[src/rtl/sync_framer.sv]
// rtl/sync_framer.sv - transmit framer: 64-bit sync word, then a counted payload, optional output bit slip.
// Optional bit slip (bit_offset port, barrel shift, FLUSH word) is built when SYNC_FRAMER_BITSLIP_EN is defined.
module sync_framer #(
  parameter logic [63:0] PATTERN = 64'hDEADBEEFCAFEBABE,
  parameter int          LEN_W   = 8
) (
  input  logic             clk,
  input  logic             rst_n,
  input  logic             start,
  input  logic [LEN_W-1:0] len,
`ifdef SYNC_FRAMER_BITSLIP_EN
  input  logic [4:0]       bit_offset,
`endif
  input  logic [31:0]      s_data,
  input  logic             s_valid,
  output logic             s_ready,
  output logic [31:0]      data,
  output logic             data_valid,
  output logic             busy,
  output logic             done
);

  typedef enum logic [2:0] {IDLE, SYNC_HI, SYNC_LO, PAYLOAD, FLUSH} state_t;

  localparam logic [LEN_W-1:0] CNT_ONE = 1;

  state_t           state;
  logic [LEN_W-1:0] len_q;
  logic [LEN_W-1:0] cnt;
  logic [4:0]       off_q;
  logic             advance;
  logic [31:0]      cur;
  logic [31:0]      data_nxt;
  logic             last_pay;
  logic             slip;

  assign s_ready  = (state == PAYLOAD);
  assign busy     = (state != IDLE);
  assign last_pay = (cnt + CNT_ONE == len_q);
  assign slip     = (off_q != 5'd0);

  // Logical word for this cycle and whether the output register advances.
  always_comb begin
    advance = 1'b0;
    cur     = 32'h0;
    case (state)
      SYNC_HI: begin
        advance = 1'b1;
        cur     = PATTERN[63:32];
      end
      SYNC_LO: begin
        advance = 1'b1;
        cur     = PATTERN[31:0];
      end
      PAYLOAD: begin
        advance = s_valid;
        cur     = s_data;
      end
      FLUSH: begin
        advance = 1'b1;
        cur     = 32'h0;
      end
      default: begin
        advance = 1'b0;
        cur     = 32'h0;
      end
    endcase
  end

`ifdef SYNC_FRAMER_BITSLIP_EN
  logic [31:0] prev;

  // Low half of {prev, cur} after the slip; FLUSH pushes out the tail of the last word.
  assign data_nxt = 32'({prev, cur} >> off_q);
`else
  assign off_q    = 5'd0;
  assign data_nxt = cur;
`endif

  always_ff @(posedge clk or negedge rst_n) begin
    if (!rst_n) begin
      state      <= IDLE;
      len_q      <= '0;
      cnt        <= '0;
      data       <= 32'h0;
      data_valid <= 1'b0;
      done       <= 1'b0;
`ifdef SYNC_FRAMER_BITSLIP_EN
      off_q      <= 5'd0;
      prev       <= 32'h0;
`endif
    end else begin
      data_valid <= advance;
      done       <= 1'b0;
      if (advance) begin
        data <= data_nxt;
`ifdef SYNC_FRAMER_BITSLIP_EN
        prev <= cur;
`endif
      end
      case (state)
        IDLE: begin
          if (start) begin
            state <= SYNC_HI;
            len_q <= len;
            cnt   <= '0;
`ifdef SYNC_FRAMER_BITSLIP_EN
            off_q <= bit_offset;
            prev  <= 32'h0;
`endif
          end
        end
        SYNC_HI: state <= SYNC_LO;
        SYNC_LO: begin
          if (len_q != '0) begin
            state <= PAYLOAD;
          end else if (slip) begin
            state <= FLUSH;
          end else begin
            state <= IDLE;
            done  <= 1'b1;
          end
        end
        PAYLOAD: begin
          if (s_valid) begin
            cnt <= cnt + CNT_ONE;
            if (last_pay) begin
              if (slip) begin
                state <= FLUSH;
              end else begin
                state <= IDLE;
                done  <= 1'b1;
              end
            end
          end
        end
        FLUSH: begin
          state <= IDLE;
          done  <= 1'b1;
        end
        default: state <= IDLE;
      endcase
    end
  end

endmodule

[config.mk]
export PLATFORM = sky130hd
export DESIGN_NAME = sync_framer
export DESIGN_NICKNAME = d
export VERILOG_FILES = /design/src/rtl/sync_framer.sv
export SDC_FILE = /design/constraint.sdc
export NUM_CORES = 1
export LEC_CHECK = 0
export CAP_MARGIN = 40
export CORE_ASPECT_RATIO = 1.2
export CORE_MARGIN = 1.5
export CORE_UTILIZATION = 25
export CTS_CLUSTER_DIAMETER = 200
export CTS_CLUSTER_SIZE = 24
export DETAILED_ROUTE_END_ITERATION = 7
export PLACE_DENSITY = 0.48
export SYNTH_ARGS = -nofsm -noshare
export SYNTH_HDL_FRONTEND = slang
export SYNTH_SLANG_ARGS = --single-unit
[constraint.sdc]
create_clock -name clk -period 5.9 [get_ports clk]
set_clock_uncertainty 0.2 [all_clocks]
set_input_delay 0.885 -clock clk [delete_from_list [all_inputs] [get_ports clk]]
set_output_delay 0.885 -clock clk [all_outputs]
set_load 0.05 [all_outputs]
==> metrics.md, run 1 <==
| Metric | Value |
|---|---|
| Placer congestion estimate | 0.801 |
| Layout cells sized above 1 | 0.0782 |
| Crit end category | output port |
| Dpl cell area | 0.00353 mm2 |
| Via-to-Cell Ratio | 4.76 |
| H-tree levels | 2 |
| Total die area | 0.0112 mm2 |
| Synth unique cells | 43 |
| DRT iter0 DRCs | 74 |
| Post-CTS setup buffers | 0 |
| Top sig layer | met4 |
| Status | complete, no violations |
| Via Count | 2304 |
| Fmax achieved | 281 MHz |
| Clock Root Buffer | clkbuf_16 |
| Most numerous cell in the Yosys netlist | dfrtp_1 |
| WL met1 | 3.16 mm |
| Final ANT Viol Nets | 0 |
| Clock Pin Slew Worst Setup and Hold Paths | 0.07 ns |
| Vias in the first global route | ~2300 |
| Fin. Hold Viols | 0 |
| Total GRT Usage | 0.129 |
| First-pass GRT wire length | ~12 mm |
| Register area share after synthesis | 0.493 |
| Net count, final | 407 |
| Syn Std Cell Area | approximately 0.0026 mm2 |
| Die width | 96.8 um |
| IO Count | 80 |
| Port Buffer Count | 79 |
| Syn Area/Cell | 9.19 um2 |
| Arr. time, crit path | 2.47 ns |
| Total gr overflow | 0 |
| Cts-stage hold buffer count | 0 |
| Layout area overhead | 40.9% |
| Top post-synthesis cells by area | dfrtp_1, nand2_1, a21oi_1 |
| Dominant cell type by area after synthesis | dfrtp_1 |
| Critical path required time | 4.82 ns |
| # setup viols final | 0 |
| Share of the synthesized area in the top cell type | 0.493 |
| WP buf/inv | 3 |
| CP Launch Type | flip-flop |
| Max-Cap Viols | 0 |
| Setup CP Type | reg2out |
| Worst path slowest cell | clkdlybuf4s50_1 |
| Worst slew pin tran | 0.723 ns |
| Row cnt | 40 |
| Clock Path Buffers | 2 |
| Wire per inst | 14.2 um |
| Max VDD drop | between 150 and 200 uV |
| Starting density of the core | 0.260 |
| CTS tree | built |
| Mapped Nets | 336 |
| Die Ht | 116 um |
| Worst slew margin | 0.518 |
| Crit-path cells | inv_1 -> ha_1 -> clkinv_1 -> clkdlybuf4s50_1 |
| Min-Delay Path Class | reg2reg |
| Leakage Power | 0.00150 uW |
| Length of routed met2 wiring | 3.17 mm |
| CP peak stage delay | 0.79 ns |
| Final period utilization | 0.603 |
| Slack of the critical path | 2.34 ns |
| Clock sinks | 52 |
| Flops & latches, synth | 52 |
| Delay-heaviest family, CP | buffers and inverters |
| Hpwl dp | 4.98 mm |
| # diodes | 0 |
| Max Slew Vio Count | 0 |
| Setup WS pre-CTS | between 2 and 2.5 ns |
| Final Cell Area | 0.00372 mm2 |
| Synth Flop Type | dfrtp_1 |
| Area of the core | 0.0102 mm2 |
| Synth warn | 0 |
| Clock Latency Late Sink | slightly below 0.3 ns |
| Post-synth EDFFs | 0 |
| DRC viols | 0 |
| Post-synth top cells | dfrtp_1, nand2_1, nor2_1, a21oi_1, o21ai_0 |
| Largest net degree at the start of global routing | 53 |
| Syn Inst Count | 287 |
| Pwr dens | around 600 mW/mm2 |
| WL final | 6.86 mm |
| Drt pass-1 iters | 4 |
| Post-CTS sizing | 0 |
| Async set-reset flop share out of synthesis | 1.00 |
| Met3 wire length | 404 um |
| Inserted Clock Buffers | 5 |
| Initial antenna violation count | 0 |
| Crit-path max FO | 9 |
| Final TNS setup | 0 ns |
| Tmin final | 3.56 ns |
| RSZ-0062 raised after global routing | false |
## cell type report
class                      instances  area (um2)
fill                            1074        6440
sequential                        52        1300
inverter                           7        26.3
tap                              126         158
multi-input combinational        209        1230
timing repair buffer              83         820
clock buffer                       5         125
clock inverter                     2        60.1
## layer usage
| layer | GRT usage | vias to the layer above |
|---|---|---|
| met5 | 0 | - |
| met4 | 0.0473 | 0 |
| met3 | 0.0362 | 9 |
| met2 | 0.210 | 88 |
| met1 | 0.164 | 1074 |
| li1 | - | 1133 |
## metrics by stage
step / cells / total power, uW / utilization / hold WS, ns
after floorplan: 287 / 1490 / - / 0.323
after global placement: 476 / 1860 / 0.347 / 0.263
after detailed placement: 477 / 1890 / 0.348 / 0.262
after CTS: 484 / 2270 / 0.366 / 0.278
after global routing: 484 / 2400 / 0.366 / 0.309
final: 484 / 2230 / 0.366 / 0.278
## path summary, 6_finish.rpt
path / startpoint / to / slack, ns / cells after the start
max: state[0] / busy / 2.34 / 4
min: data[24] / data[24] / 0.28 / 2
max reg2reg: state[0] / data[11] / 3.17 / 7
min reg2reg: data[24] / data[24] / 0.28 / 2
max in group asynchronous: rst_n / data[22] / 4.53 / 2
min in group asynchronous: rst_n / data[19] / 0.53 / 2
## logic make-up (layout without fill, tap and decap cells)
family,after synthesis,count (layout),synth area share
simple gates,116,116,0.201
fa+ha+maj,5,5,0.0237
flops,52,52,0.493
buf+inv,26,97,0.0413
mux,12,12,0.0493
xor+xnor,9,9,0.0356
compound gates,67,67,0.156
## sequential cells by signal, indices dropped and copies added (netlist names)
name and cells:
data_valid 1, cnt 8, done 1, state 2, data 32, len_q 8
## report_power, final
group	internal (uW)	switching, uW
logic	439	806
registers	510	102
clock network	241	132
total	1190	1040
## placed cells by master, fill, tap and decap left out, types with 8 or more instances in the layout
cell type        instances
clkdlybuf4s50_1         78
dfrtp_1                 52
nand2_1                 42
nor2_1                  33
a21oi_1                 27
o21ai_0                 16
nand3_1                 12
mux2_2                   8
## worst min-delay path, stage by stage (launching register included)
cell	delay, ns
dfrtp_1	0.35
nand2_1	0.05
nand2_1	0.05
Power figures use the tool's default switching activity.
==> inputs of run 2 (changes only) <==
--- a/config.mk
+++ b/config.mk
@@ -12,7 +12,7 @@
 export CTS_CLUSTER_DIAMETER = 200
 export CTS_CLUSTER_SIZE = 24
 export DETAILED_ROUTE_END_ITERATION = 7
-export PLACE_DENSITY = 0.48
+export PLACE_DENSITY = 0.5
 export SYNTH_ARGS = -nofsm -noshare
 export SYNTH_HDL_FRONTEND = slang
 export SYNTH_SLANG_ARGS = --single-unit
==> constraint.sdc (replaced) <==
create_clock -name clk -period 3.2 [get_ports clk]
set_clock_uncertainty 0.2 [all_clocks]
set_input_delay 0.48 -clock clk [delete_from_list [all_inputs] [get_ports clk]]
set_output_delay 0.48 -clock clk [all_outputs]
set_load 0.05 [all_outputs]
==> run 2 against run 1 <==
Worst setup slack lost 1.8 ns. Sequential cell count is the same. Die area is the same. Global-route usage shrank 0.49 points. Final cell count grew 0.83%. Sequential power grew 85%. Critical path type unchanged.
==> metrics.md, run 2 (synthesis results as in run 1) <==
| Metric | Value |
|---|---|
| Status | complete, no violations (unchanged) |
| Clock Pin Slew Worst Setup and Hold Paths | 0.07 ns (about the same) |
| RSZ-0062 raised after global routing | false (unchanged) |
| Crit-path max FO | 9 (unchanged) |
| Total GRT Usage | 0.124 (was 0.129) |
| Layout area overhead | 40.8% (was 40.9%) |
| WL final | 6.63 mm (was 6.86 mm) |
| Clock Latency Late Sink | 0.29 ns (about the same) |
| Via-to-Cell Ratio | 4.67 (was 4.76) |
| Worst slew margin | 0.500 (was 0.518) |
| Clock Path Buffers | 2 (unchanged) |
| CP Launch Type | flip-flop (unchanged) |
| DRT iter0 DRCs | 76 (was 74) |
| Tmin final | 2.69 ns |
| Hpwl dp | 4.85 mm (was 4.98 mm) |
| Critical path required time | 2.52 ns (was 4.82 ns) |
| Die width | 96.8 um (unchanged) |
| Row cnt | 40 (unchanged) |
| Final period utilization | 0.841 |
| Crit end category | output port (unchanged) |
| Top flop regs | data x32, cnt x8, len_q x8 (unchanged) |
| Most common cell after layout, fill and taps aside | clkdlybuf4s50_1 (unchanged) |
| Top reg by flops | data (unchanged) |
| Wire per inst | 13.6 um (was 14.2 um) |
| Clock sinks | 52 (unchanged) |
| Worst hold slack | 0.120 ns (was 0.278 ns) |
| Final Cell Area | 0.00372 mm2 (about the same) |
| Multi-input logic area | 0.00123 mm2 (unchanged) |
| H-tree levels | 2 (unchanged) |
| Leakage Power | 0.00152 uW (was 0.00150 uW) |
| Cts-stage hold buffer count | 0 (unchanged) |
| Die Ht | 116 um (unchanged) |
| Post-CTS setup buffers | 0 (unchanged) |
| Starting density of the core | 0.260 (unchanged) |
| Min-Delay Path Class | in2async (was reg2reg) |
| # setup viols final | 0 (unchanged) |
| Area of the core | 0.0102 mm2 (unchanged) |
| Net count, final | 410 (was 407) |
| Max VDD drop | 349 uV (was 179 uV) |
| Most frequent cells in the layout | clkdlybuf4s50_1, dfrtp_1, nand2_1 (unchanged) |
| Dpl cell area | 0.00355 mm2 (was 0.00353 mm2) |
| DRC viols | 0 (unchanged) |
| Inserted Clock Buffers | 5 (unchanged) |
| Final ANT Viol Nets | 0 (unchanged) |
| Total die area | 0.0112 mm2 (unchanged) |
| Largest net degree at the start of global routing | 53 (unchanged) |
| Largest register FFs | 32 (unchanged) |
| Total gr overflow | 0 (unchanged) |
| Fmax achieved | roughly 370 MHz |
| # diodes | 0 (unchanged) |
| Register Area | 0.00130 mm2 (unchanged) |
| Pwr dens | 1090 mW/mm2 (was 600 mW/mm2) |
| CTS tree | built (unchanged) |
| Max-Cap Viols | 0 (unchanged) |
| Arr. time, crit path | 2.01 ns (was 2.47 ns) |
| Initial antenna violation count | 0 (unchanged) |
| Placer congestion estimate | 0.820 (was 0.801) |
| Clock Root Buffer | clkbuf_16 (unchanged) |
| Vias in the first global route | 2283 (was 2293) |
| Layout cells sized above 1 | 0.0884 (was 0.0782) |
| Setup CP Type | reg2out (unchanged) |
| Drt pass-1 iters | 4 (unchanged) |
| Via Count | 2279 (was 2304) |
| Fin. Hold Viols | 0 (unchanged) |
| Post-CTS sizing | 0 (unchanged) |
| IO Count | 80 (unchanged) |
| Fillers | 1034 (was 1074) |
| Final TNS setup | 0 ns (unchanged) |
| Port Buffer Count | 79 (unchanged) |
| Worst slew pin tran | 0.749 ns (was 0.723 ns) |
| Max Slew Vio Count | 0 (unchanged) |
| First-pass GRT wire length | 11.4 mm (was 11.6 mm) |
-- run 2: changes by cell type in the layout (fill, tap and decap cells not counted), sizes merged --
cell and delta:
clkdlybuf4s50 -2, dlymetal6s2s +1, clkbuf +1, clkinv +1, bufinv -1, buf +4
-- run 2: path summary, 6_finish.rpt --
check,cells past startpoint,slack [ns],start,end
worst min-delay path,2,0.12,rst_n,data[19]
worst min register to register,2,0.27,data[29],data[29]
min in group clk,2,0.27,data[29],data[29]
max in group asynchronous,2,2.22,rst_n,len_q[5]
worst max-delay path,4,0.51,state[0],busy
worst max register to register,7,0.65,state[0],cnt[2]
-- run 2: where the power goes --
part / internal, uW / switching [uW] / total [uW]
Sequential: 940 / 187 / 1130
Combinational: 817 / 1500 / 2320
Clock: 368 / 233 / 601
-- run 2: worst max-delay path, cell delays in order, from the launching register on --
cell and delay, ns:
dfrtp_1 0.46, inv_1 0.20, ha_1 0.36, clkinv_1 0.30, dlymetal6s2s_1 0.39
-- run 2: area by class of cell --
cell class / count / share of cell area
flip-flops and latches: 52 / 0.350
multi-input cells: 209 / 0.331
repair buffers: 86 / 0.226
well taps: 126 / 0.0424
clock buffers: 6 / 0.0347
clock inverters: 2 / 0.00943
inverters: 7 / 0.00707
-- run 2: through the flow --
step	total power [uW]	instances	utilization	worst slack (ns)
finish	4040	488	0.366	0.507
global route	4360	488	0.366	0.347
CTS	4110	488	0.366	0.0980
detailed placement	3490	480	0.349	0.450
global placement	3460	480	0.349	0.502
floorplan	2750	287	-	0.756
-- run 2: routing by layer --
metal,track usage,wire [um],share of wire,vias to the layer above
met1,0.155,3060,0.46,1047
met3,0.0290,369,0.056,9
li1,-,-,-,1144
met4,0.0309,65,0.0098,0
met2,0.216,3140,0.47,79
met5,0,0,0,-
